### src/rtl/mem_arb_pkg.sv
// Shared types and constants for the fetch/data memory port arbiter.
// Width codes match the memory's mem_width encoding.
package mem_arb_pkg;

   typedef enum logic [1:0] {
      StIdle,
      StWait,
      StResp
   } state_t;

   typedef enum logic {
      GntIf,
      GntDm
   } grant_t;

   localparam logic [1:0] W_BYTE = 2'b00;
   localparam logic [1:0] W_HALF = 2'b01;
   localparam logic [1:0] W_WORD = 2'b10;

endpackage

### src/rtl/mem_port_arbiter_if.sv
// Bundle of the fetch, data and backing-memory handshake signals.
// Suffixes are relative to the arbiter; slave is the arbiter side.
interface mem_port_arbiter_if;

   logic        if_req_i;
   logic [31:0] if_addr_i;
   logic        if_ready_o;
   logic [31:0] if_rdata_o;

   logic        dm_req_i;
   logic        dm_we_i;
   logic [1:0]  dm_width_i;
   logic [31:0] dm_addr_i;
   logic [31:0] dm_wdata_i;
   logic        dm_ready_o;
   logic [31:0] dm_rdata_o;

   logic        err_o;
   logic        busy_o;

   logic        mem_req_o;
   logic        mem_we_o;
   logic [1:0]  mem_width_o;
   logic [31:0] mem_addr_o;
   logic [31:0] mem_wdata_o;
   logic        mem_ack_i;
   logic [31:0] mem_rdata_i;

   modport slave (
      input  if_req_i, if_addr_i,
      output if_ready_o, if_rdata_o,
      input  dm_req_i, dm_we_i, dm_width_i, dm_addr_i, dm_wdata_i,
      output dm_ready_o, dm_rdata_o,
      output err_o, busy_o,
      output mem_req_o, mem_we_o, mem_width_o, mem_addr_o, mem_wdata_o,
      input  mem_ack_i, mem_rdata_i
   );

   modport master (
      output if_req_i, if_addr_i,
      input  if_ready_o, if_rdata_o,
      output dm_req_i, dm_we_i, dm_width_i, dm_addr_i, dm_wdata_i,
      input  dm_ready_o, dm_rdata_o,
      input  err_o, busy_o,
      input  mem_req_o, mem_we_o, mem_width_o, mem_addr_o, mem_wdata_o,
      output mem_ack_i, mem_rdata_i
   );

endinterface

### src/rtl/arb_streak_select.sv
// Grant decision with a bounded data-priority streak so a pending fetch
// is served after at most MAX_STREAK back-to-back data grants.
module arb_streak_select
   import mem_arb_pkg::*;
#(
   parameter int unsigned MAX_STREAK = 4
) (
   input  logic   clk_i,
   input  logic   rst_i,
   input  logic   if_req,
   input  logic   dm_req,
   input  logic   grant_strobe,
   output grant_t grantee
);

   localparam int unsigned SW = $clog2(MAX_STREAK + 1);

   logic [SW-1:0] streak_q;
   logic          at_max;

   assign at_max = (streak_q == SW'(MAX_STREAK));

   always_comb begin
      grantee = GntDm;
      if (if_req && (!dm_req || at_max)) begin
         grantee = GntIf;
      end
   end

   // Only data grants that actually hold off a waiting fetch extend the streak.
   always_ff @(posedge clk_i) begin
      if (rst_i) begin
         streak_q <= '0;
      end else if (grant_strobe) begin
         if (grantee == GntDm && if_req) begin
            if (!at_max) begin
               streak_q <= streak_q + 1'b1;
            end
         end else begin
            streak_q <= '0;
         end
      end
   end

endmodule

### src/rtl/mem_port_arbiter.sv
// Serialises instruction-fetch and data accesses onto one variable-latency
// memory port, with a watchdog that aborts unacknowledged accesses.
module mem_port_arbiter
   import mem_arb_pkg::*;
#(
   parameter int unsigned MAX_STREAK = 4,
   parameter int unsigned TIMEOUT    = 64
) (
   input logic               clk_i,
   input logic               rst_i,
   mem_port_arbiter_if.slave bus
);

   localparam int unsigned TW = (TIMEOUT > 1) ? $clog2(TIMEOUT) : 1;

   state_t        state_q;
   grant_t        gnt_q;
   grant_t        grantee;
   logic [TW-1:0] tmo_q;
   logic          we_q;
   logic [1:0]    width_q;
   logic [31:0]   addr_q;
   logic [31:0]   wdata_q;
   logic          mem_req_q;
   logic          busy_q;
   logic          if_ready_q;
   logic          dm_ready_q;
   logic          err_q;
   logic [31:0]   if_rdata_q;
   logic [31:0]   dm_rdata_q;

   logic          any_req;
   logic          grant_strobe;
   logic          tmo_hit;
   logic [31:0]   resp_data;

   assign any_req      = bus.if_req_i | bus.dm_req_i;
   assign grant_strobe = (state_q == StIdle) && any_req;
   assign tmo_hit      = (tmo_q == TW'(TIMEOUT - 1));
   // Stores return zero; an abort also returns zero.
   assign resp_data    = (we_q || !bus.mem_ack_i) ? 32'h0 : bus.mem_rdata_i;

   arb_streak_select #(
      .MAX_STREAK(MAX_STREAK)
   ) u_streak (
      .clk_i       (clk_i),
      .rst_i       (rst_i),
      .if_req      (bus.if_req_i),
      .dm_req      (bus.dm_req_i),
      .grant_strobe(grant_strobe),
      .grantee     (grantee)
   );

   always_ff @(posedge clk_i) begin
      if (rst_i) begin
         state_q    <= StIdle;
         gnt_q      <= GntIf;
         tmo_q      <= '0;
         we_q       <= 1'b0;
         width_q    <= 2'b00;
         addr_q     <= '0;
         wdata_q    <= '0;
         mem_req_q  <= 1'b0;
         busy_q     <= 1'b0;
         if_ready_q <= 1'b0;
         dm_ready_q <= 1'b0;
         err_q      <= 1'b0;
         if_rdata_q <= '0;
         dm_rdata_q <= '0;
      end else begin
         case (state_q)
            StIdle: begin
               if (any_req) begin
                  gnt_q     <= grantee;
                  tmo_q     <= '0;
                  mem_req_q <= 1'b1;
                  busy_q    <= 1'b1;
                  state_q   <= StWait;
                  if (grantee == GntDm) begin
                     we_q    <= bus.dm_we_i;
                     width_q <= bus.dm_width_i;
                     addr_q  <= bus.dm_addr_i;
                     wdata_q <= bus.dm_wdata_i;
                  end else begin
                     we_q    <= 1'b0;
                     width_q <= W_WORD;
                     addr_q  <= bus.if_addr_i;
                     wdata_q <= '0;
                  end
               end
            end
            StWait: begin
               // An ack in the last watchdog cycle still completes cleanly.
               if (bus.mem_ack_i || tmo_hit) begin
                  mem_req_q <= 1'b0;
                  err_q     <= !bus.mem_ack_i;
                  state_q   <= StResp;
                  if (gnt_q == GntIf) begin
                     if_ready_q <= 1'b1;
                     if_rdata_q <= resp_data;
                  end else begin
                     dm_ready_q <= 1'b1;
                     dm_rdata_q <= resp_data;
                  end
               end else begin
                  tmo_q <= tmo_q + 1'b1;
               end
            end
            StResp: begin
               if_ready_q <= 1'b0;
               dm_ready_q <= 1'b0;
               err_q      <= 1'b0;
               if_rdata_q <= '0;
               dm_rdata_q <= '0;
               busy_q     <= 1'b0;
               state_q    <= StIdle;
            end
            default: state_q <= StIdle;
         endcase
      end
   end

   assign bus.mem_req_o   = mem_req_q;
   assign bus.mem_we_o    = we_q;
   assign bus.mem_width_o = width_q;
   assign bus.mem_addr_o  = addr_q;
   assign bus.mem_wdata_o = wdata_q;
   assign bus.if_ready_o  = if_ready_q;
   assign bus.if_rdata_o  = if_rdata_q;
   assign bus.dm_ready_o  = dm_ready_q;
   assign bus.dm_rdata_o  = dm_rdata_q;
   assign bus.err_o       = err_q;
   assign bus.busy_o      = busy_q;

endmodule

### src/flat_wrapper.sv
// flat-port wrapper written by rule: the top's interface ports become plain ports
module mem_port_arbiter_flat import mem_arb_pkg::*;
#(
   parameter int unsigned MAX_STREAK = 4,
   parameter int unsigned TIMEOUT    = 64
)
  (clk_i, rst_i, bus_if_req_i, bus_if_addr_i, bus_if_ready_o, bus_if_rdata_o, bus_dm_req_i, bus_dm_we_i, bus_dm_width_i, bus_dm_addr_i, bus_dm_wdata_i, bus_dm_ready_o, bus_dm_rdata_o, bus_err_o, bus_busy_o, bus_mem_req_o, bus_mem_we_o, bus_mem_width_o, bus_mem_addr_o, bus_mem_wdata_o, bus_mem_ack_i, bus_mem_rdata_i);
  mem_port_arbiter_if bus_i ();
  input logic clk_i;
  input logic rst_i;
  input wire logic [$bits(bus_i.if_req_i)-1:0] bus_if_req_i;
  input wire logic [$bits(bus_i.if_addr_i)-1:0] bus_if_addr_i;
  output wire logic [$bits(bus_i.if_ready_o)-1:0] bus_if_ready_o;
  output wire logic [$bits(bus_i.if_rdata_o)-1:0] bus_if_rdata_o;
  input wire logic [$bits(bus_i.dm_req_i)-1:0] bus_dm_req_i;
  input wire logic [$bits(bus_i.dm_we_i)-1:0] bus_dm_we_i;
  input wire logic [$bits(bus_i.dm_width_i)-1:0] bus_dm_width_i;
  input wire logic [$bits(bus_i.dm_addr_i)-1:0] bus_dm_addr_i;
  input wire logic [$bits(bus_i.dm_wdata_i)-1:0] bus_dm_wdata_i;
  output wire logic [$bits(bus_i.dm_ready_o)-1:0] bus_dm_ready_o;
  output wire logic [$bits(bus_i.dm_rdata_o)-1:0] bus_dm_rdata_o;
  output wire logic [$bits(bus_i.err_o)-1:0] bus_err_o;
  output wire logic [$bits(bus_i.busy_o)-1:0] bus_busy_o;
  output wire logic [$bits(bus_i.mem_req_o)-1:0] bus_mem_req_o;
  output wire logic [$bits(bus_i.mem_we_o)-1:0] bus_mem_we_o;
  output wire logic [$bits(bus_i.mem_width_o)-1:0] bus_mem_width_o;
  output wire logic [$bits(bus_i.mem_addr_o)-1:0] bus_mem_addr_o;
  output wire logic [$bits(bus_i.mem_wdata_o)-1:0] bus_mem_wdata_o;
  input wire logic [$bits(bus_i.mem_ack_i)-1:0] bus_mem_ack_i;
  input wire logic [$bits(bus_i.mem_rdata_i)-1:0] bus_mem_rdata_i;
  assign bus_i.if_req_i = bus_if_req_i;
  assign bus_i.if_addr_i = bus_if_addr_i;
  assign bus_if_ready_o = bus_i.if_ready_o;
  assign bus_if_rdata_o = bus_i.if_rdata_o;
  assign bus_i.dm_req_i = bus_dm_req_i;
  assign bus_i.dm_we_i = bus_dm_we_i;
  assign bus_i.dm_width_i = bus_dm_width_i;
  assign bus_i.dm_addr_i = bus_dm_addr_i;
  assign bus_i.dm_wdata_i = bus_dm_wdata_i;
  assign bus_dm_ready_o = bus_i.dm_ready_o;
  assign bus_dm_rdata_o = bus_i.dm_rdata_o;
  assign bus_err_o = bus_i.err_o;
  assign bus_busy_o = bus_i.busy_o;
  assign bus_mem_req_o = bus_i.mem_req_o;
  assign bus_mem_we_o = bus_i.mem_we_o;
  assign bus_mem_width_o = bus_i.mem_width_o;
  assign bus_mem_addr_o = bus_i.mem_addr_o;
  assign bus_mem_wdata_o = bus_i.mem_wdata_o;
  assign bus_i.mem_ack_i = bus_mem_ack_i;
  assign bus_i.mem_rdata_i = bus_mem_rdata_i;
  mem_port_arbiter #(.MAX_STREAK(MAX_STREAK), .TIMEOUT(TIMEOUT)) u_core (.clk_i(clk_i), .rst_i(rst_i), .bus(bus_i));
endmodule
### config.mk
export PLATFORM = sky130hd
export DESIGN_NAME = mem_port_arbiter_flat
export DESIGN_NICKNAME = d
export VERILOG_FILES = /design/src/rtl/mem_arb_pkg.sv /design/src/rtl/mem_port_arbiter_if.sv /design/src/rtl/arb_streak_select.sv /design/src/rtl/mem_port_arbiter.sv /design/src/flat_wrapper.sv
export SDC_FILE = /design/constraint.sdc
export NUM_CORES = 1
export LEC_CHECK = 0
export ABC_AREA = 1
export BUFFER_PORTS_ARGS = -buffer_cell sky130_fd_sc_hd__buf_4
export CAP_MARGIN = 0
export CORE_MARGIN = 2
export CORE_UTILIZATION = 53
export CTS_BUF_LIST = sky130_fd_sc_hd__clkbuf_2
export DETAILED_ROUTE_END_ITERATION = 10
export GPL_ROUTABILITY_DRIVEN = 0
export PLACE_DENSITY = 0.88
export SETUP_SLACK_MARGIN = 0.4
export SLEW_MARGIN = 20
export SYNTH_ARGS = -nofsm -noshare
export SYNTH_HDL_FRONTEND = slang
export SYNTH_SLANG_ARGS = --single-unit
### constraint.sdc
create_clock -name clk_i -period 4.4 [get_ports clk_i]
set_input_delay 0.44 -clock clk_i [delete_from_list [all_inputs] [get_ports clk_i]]
set_output_delay 0.44 -clock clk_i [all_outputs]
set_load 0.005 [all_outputs]
==> flow_summary.yaml, run 1 <==
outcome:
  run_status: "completed"
setup_path:
  cp_slowest_cell: "inv_2"
  crit_path_end_kind: "register"
  worstSetupStartpoint: "u_core.state_q[0]"
  cp.arrival_ns: 3.17
  worstSetupPathType: "reg -> reg"
  cp_cell_sequence: "inv_1 > ha_1 > o21ai_4 > buf_4 > inv_2 > nand2_1 > inv_2 > nand2_1 > a21oi_1"
  critPathCapture: "u_core.bus.mem_wdata_o[28]"
  r2r_slack_ns: 1.83
  crit_required_ns: 5.00
  rr_endpoint: "u_core.bus.mem_wdata_o[28]"
  critPathMaxStageDelay_ns: 0.47
  crit_path_start_kind: "register"
  rr_startpoint: "u_core.state_q[0]"
  r2r_cells: 9
  crit_fanout: 41
clock_network:
  htree_levels: 4
  ctsResizeCount: 0
  clock_path_buffers: 2
  clk_latency_ns: 0.70
  clock_sinks: 148
  hold_buffers: 35
  cts_tree: "yes"
  numCtsBuffers: 17
  root_buffer: "clkbuf_2"
  clk_pin_slew_ns: 0.20
  post_cts_buffers: 0
job:
  maxCapViolCount: 0
power:
  p_leak_uw: 0.004513
  power.density_mw_per_mm2: 537.5
  peakVddDrop_uv: 309.7
global_route:
  grt_usage_pct: 29.64
  grt_overflow: 0
  grt_pass1_wl_mm: 30.24
  grt_max_degree: 57
  antenna_found_initial: 0
  grt_pass1_vias: 6180
synthesis:
  avgSynthCellArea_sq_um: 7.123
  synth_cell_types: 27
  syn-cell-area_sq_mm: 0.006218
  ys_top_cells_by_area: "dfxtp_1, nand2_1, nor2_1, inv_1, o21ai_0"
  yosys_warnings: 0
  synth_top_area_share_pct: 47.65
  synth_cells: 873
  syn_nets: 1017
  synth_top_cell_by_area: "dfxtp_1"
  synth_sequential_area_ratio_pct: 47.65
  ys_ff_latch: 148
finish:
  diodes: 0
  drive_gt1_share_pct: 27.69
  fill_cells: 845
  nNetsFinal: 1295
  area_growth_syn_to_layout_pct: 41.83
place:
  dpl.hpwl_mm: 11.96
  pre_cts_slack_ns: 1.992
  portBuffers: 271
floorplan:
  die_x_um: 112.3
  num_io_pins: 272
  die_h_um: 112.3
  coreArea_sq_mm: 0.01142
  rows: 39
  die_area_sq_mm: 0.01262
  start_util_pct: 54.46
route:
  drc: 0
  vias: 6683
  routed_wl_mm: 18.91
  drt-wirelength-per-cell_um: 14.48
  ant_nets: 0
  dr.first_iter.drc_count: 718
  dr.pass1.iters: 5
  viasPerCell: 5.117
sta:
  holdWs_ns: 0.04374
  min_period_over_period_pct: 58.32
  timing.setup.tns_ns: 0
  maxSlewViolCount: 0
  rsz0062_at_grt: "false"
  clock_skew_ns: 0.04499
  tightest_slew_ns: 0.9689
  max_slew_margin_pct: 35.34
  fmax_mhz: 389.7
  fin_ws_ns: 1.834
  setup_viol: 0
  hold_violations: 0
  post-route-min-period_ns: 2.566
worst_hold_path:
  hold_class: "in -> reg"
-- power by group --
| part | leakage [uW] | internal [uW] | switching, uW | total [uW] |
|---|---|---|---|---|
| Combinational | 0.00312 | 861 | 1030 | 1890 |
| Clock | 0.000169 | 429 | 480 | 909 |
| Sequential | 0.00122 | 1720 | 221 | 1940 |
-- final cells by class --
class	instances	area [sq um]	share of cell area (%)
sequential	148	2963	33.59
multi-input combinational	575	2604	29.52
timing repair buffer	310	2415	27.38
inverter	99	375.4	4.256
clock inverter	11	183.9	2.085
tap	143	178.9	2.029
clock buffer	20	100.1	1.135
-- metal layers --
layer	wire, um	up-vias	global-route usage [%]	share of wire, %
li1	-	3284	-	-
met1	7581	3020	36.02	40
met2	9123	328	50.28	48
met3	1610	51	7.235	8.5
met4	599	0	12.60	3.2
met5	0	-	0	0
-- stage by stage --
step | power, uW | area, sq um | utilization (%) | cells
floorplan | 3006 | 6218 | - | 873
global placement | 3763 | 8183 | 71.66 | 1240
detailed placement | 3808 | 8183 | 71.66 | 1240
CTS | 4724 | 8817 | 77.22 | 1306
global route | 5074 | 8820 | 77.24 | 1306
finish | 4741 | 8820 | 77.24 | 1306
-- cell usage in the layout (no fill, tap or decap) --
master,n
clkinv_2,3
dlygate4sd3_1,35
nand3_4,1
nand2_4,2
nor3b_1,1
inv_1,92
nor2_1,188
inv_4,1
clkinvlp_4,1
or2_2,1
nand2_2,4
buf_4,275
clkinv_1,2
nor2_2,1
ha_1,8
dfxtp_1,148
o21ai_4,1
o211ai_1,32
bufinv_16,5
o21ai_0,63
clkinv_4,1
nand3_1,39
clkbuf_2,20
a21oi_1,44
o21bai_1,1
a211oi_1,1
nand2_1,187
o21ai_2,1
inv_2,5
-- sequential cells by signal, indices dropped and copies added, names as in the netlist --
| signal | flops |
|---|---|
| u_core.bus.dm_rdata_o | 32 |
| u_core.bus.if_rdata_o | 32 |
| u_core.bus.mem_addr_o | 32 |
| u_core.bus.mem_wdata_o | 32 |
| u_core.tmo_q | 6 |
| u_core.u_streak.streak_q | 3 |
| u_core.bus.mem_width_o | 2 |
| u_core.state_q | 2 |
| u_core.bus.busy_o | 1 |
| u_core.bus.dm_ready_o | 1 |
| u_core.bus.err_o | 1 |
| u_core.bus.if_ready_o | 1 |
| u_core.bus.mem_req_o | 1 |
| u_core.bus.mem_we_o | 1 |
| u_core.gnt_q | 1 |
-- cell families (layout without fill, tap and decap cells) --
logic type	after synthesis	in the layout	share of synthesized area (%)
AO/OA/AOI/OAI	143	143	13.12
adder cells (fa/ha/maj)	8	8	1.610
buffers and inverters	150	440	10.52
flip-flops	148	148	47.65
AND/OR/NAND/NOR	424	424	27.10
-- synthesized netlist by cell type --
cell type,n
nor2_1,188
ha_1,8
nand2_1,188
o21bai_1,1
clkbuf_1,19
a211oi_1,1
a21oi_1,44
buf_4,4
o21ai_0,63
nand3_1,39
o21ai_4,1
inv_2,5
o211ai_1,32
inv_4,1
dfxtp_1,148
nand3_4,1
clkbuf_2,3
nand2_4,2
nor3b_1,1
inv_1,92
nor2_2,1
o21ai_2,1
clkinv_2,1
or2_2,1
nand2_2,3
buf_6,6
buf_2,19
-- worst min path at each step --
| stage | startpoint | endpoint | slack [ns] | cells after the start |
|---|---|---|---|---|
| final | bus_mem_ack_i | u_core.bus.err_o | 0.04 | 4 |
| after global routing | bus_mem_ack_i | u_core.bus.err_o | 0.004 | 4 |
| after global placement | u_core.bus.mem_wdata_o[4] | u_core.bus.mem_wdata_o[4] | 0.45 | 2 |
| after floorplan | u_core.u_streak.streak_q[2] | u_core.u_streak.streak_q[2] | 0.45 | 2 |
| after CTS | bus_mem_ack_i | u_core.bus.err_o | 0.001 | 4 |
| after detailed placement | u_core.bus.mem_wdata_o[3] | u_core.bus.mem_wdata_o[3] | 0.46 | 2 |
-- critical path: cells and delay by family (launching register included) --
kind            cells  cell delay [ns]
compound gates      2             0.30
flops               1             0.38
buf+inv             4             1.19
fa+ha+maj           1             0.28
simple gates        2             0.35
No activity file was read; power rests on OpenSTA's default activity.
==> inputs of run 2 (changes only) <==
CORE_UTILIZATION = 44   (was 53)
PLACE_DENSITY = 0.78   (was 0.88)
clock period = 2.1 ns   (was 4.4 ns; I/O delays follow)
==> run 2 against run 1 <==
Compared with the run above:
- routed wire length is 28% higher
- flip-flop and latch count stayed put
- largest power group is now combinational cells
- worst hold slack better by 0.21 ns
- utilization is 3.6 points lower
- worst setup slack worse by 1.4 ns
- count of clock-buffer cells in the layout is 2 lower
==> flow_summary.yaml, run 2 (synthesis results as in run 1) <==
finish:
  area_growth_syn_to_layout_pct: 63.66
  layout_common_cells: "buf_4, nand2_1, nor2_1, dfxtp_1, dlygate4sd3_1"
  final_common_cell: "buf_4"
  final_cell_area_sq_mm: 0.01018
  nNetsFinal: 1421
  drive_gt1_share_pct: 28.22
  fill_cells: 929
worst_hold_path:
  hold_class: "in -> reg"
  hold_depth: 4
sta:
  maxSlewViolCount: 0
  fin_ws_ns: 0.4162
  rsz0062_at_grt: "false"
  hold_violations: 0
  max_slew_margin_pct: 67.58
  post-route-min-period_ns: 1.684
  min_period_over_period_pct: 80.18
  tightest_slew_ns: 0.4863
  timing.setup.tns_ns: 0
  clock_skew_ns: 0.03164
  setup_viol: 0
  fmax_mhz: 593.9
setup_path:
  crit_fanout: 16
  critPathCapture: "u_core.bus.mem_addr_o[10]"
  rr_startpoint: "u_core.u_streak.streak_q[0]"
  crit_required_ns: 2.72
  rr_endpoint: "u_core.bus.mem_addr_o[10]"
  crit_path_end_kind: "register"
  cp.arrival_ns: 2.31
  r2r_slack_ns: 0.42
  worstSetupPathType: "reg -> reg"
  worstSetupStartpoint: "u_core.u_streak.streak_q[0]"
  r2r_cells: 11
  crit_path_start_kind: "register"
power:
  internal_power_uw: 6210
  peakVddDrop_uv: 415.2
  total_power_uw: 10240
  p_leak_uw: 0.005048
  swShare_pct: 39.34
  p_clk_share_pct: 13.2
  comb_power_share_pct: 46.4
  power_switching_uw: 4027
  power.density_mw_per_mm2: 1006
  seqPwrFrac_pct: 40.4
clock_network:
  numCtsBuffers: 17
  htree_levels: 4
  root_buffer: "clkbuf_2"
  cts_tree: "yes"
  clock_sinks: 148
  clock_path_buffers: 2
  clk_latency_ns: 0.74
  clk_pin_slew_ns: 0.23
place:
  dpl.hpwl_mm: 12.67
  placed_area_sq_mm: 0.008307
  portBuffers: 271
  pre_cts_slack_ns: 0.1844
floorplan:
  die_area_sq_mm: 0.01510
  start_util_pct: 44.97
  rows: 43
  die_x_um: 122.9
  coreArea_sq_mm: 0.01383
  num_io_pins: 272
  die_h_um: 122.9
job:
  maxCapViolCount: 0
route:
  dr.pass1.iters: 5
  drc: 0
  viasPerCell: 5.109
  drt-wirelength-per-cell_um: 16.42
  dr.first_iter.drc_count: 726
  ant_nets: 0
  routed_wl_mm: 24.15
  vias: 7516
global_route:
  grt_usage_pct: 30.79
  grt_max_degree: 109
  grt_pass1_wl_mm: 35.96
  antenna_found_initial: 1
  grt_pass1_vias: 7328
  grt_overflow: 0
outcome:
  run_status: "completed"
run 2: changes by cell type in the layout (fill, tap and decap cells not counted), sizes merged:
cell | before | now
inv | 98 | 99
buf | 275 | 294
clkinvlp | 1 | 6
clkinv | 6 | 10
nand2 | 193 | 194
bufinv | 5 | 0
dlygate4sd3 | 35 | 136
bufbuf | 0 | 1
diode | 0 | 1
run 2: area by class of cell:
cell class	instances	area, sq um	area share, %
Antenna cell	1	2.502	0.02459
Tap cell	180	225.2	2.213
Timing Repair Buffer	433	3726	36.61
Clock inverter	14	88.84	0.8729
Multi-Input combinational cell	576	2666	26.20
Sequential cell	148	2973	29.21
Timing Repair inverter	2	13.76	0.1352
Clock buffer	18	90.09	0.8852
Inverter	99	391.6	3.848
run 2: layer usage:
metal	up-vias	GRT usage, %	wire length [um]	part of all wire (%)
met2	486	52.21	11740	49
met5	-	0	0	0
met3	105	8.783	2282	9.4
met1	3389	34.83	9031	37
met4	0	16.59	1100	4.6
li1	3536	-	-	-
run 2: power groups by stage:
stage,logic [uW],clock network [uW],registers (uW)
floorplan,2170,0,4120
global placement,3900,0,4130
detailed placement,3990,0,4140
CTS,4430,1380,4090
global route,5220,1490,4210
finish,4750,1350,4140
run 2: worst min-delay path by stage:
stage                                          start                    endpoint
after floorplan                    bus_dm_width_i[1]   u_core.bus.mem_width_o[1]
after global placement             bus_dm_width_i[1]   u_core.bus.mem_width_o[1]
after detailed placement  u_core.bus.mem_wdata_o[16]  u_core.bus.mem_wdata_o[16]
after CTS                         bus_dm_wdata_i[20]  u_core.bus.mem_wdata_o[20]
after global routing              bus_dm_wdata_i[19]  u_core.bus.mem_wdata_o[19]
final                             bus_dm_wdata_i[16]  u_core.bus.mem_wdata_o[16]
run 2: timing repair:
| item | CTS | global route |
|---|---|---|
| pin swaps | 1 | 2 |
| endpoints found under the hold margin | 148 | 0 |
| resized for setup | 19 | 23 |
| hold buffers | 136 | 0 |
| gates cloned | 3 | 2 |
| setup endpoints to repair | 138 | 132 |
| buffers inserted | 4 | 9 |
run 2: worst max-delay path, cell delays in order, from the launching register on:
cell,delay [ns]
dfxtp_2,0.38
inv_1,0.06
ha_1,0.19
nand2_1,0.06
nand2_1,0.10
nand2_4,0.14
clkinvlp_4,0.11
buf_12,0.16
nand2_1,0.06
nand3_1,0.11
o211ai_1,0.13
inv_1,0.10
run 2: per-stage QoR:
step | util, % | instances | hold slack (ns)
final | 73.60 | 1471 | 0.2561
after global routing | 73.60 | 1471 | 0.2121
after CTS | 72.54 | 1459 | 0.1785
after detailed placement | 60.08 | 1284 | 0.4556
after global placement | 60.08 | 1284 | 0.4530
after floorplan | - | 873 | 0.3449
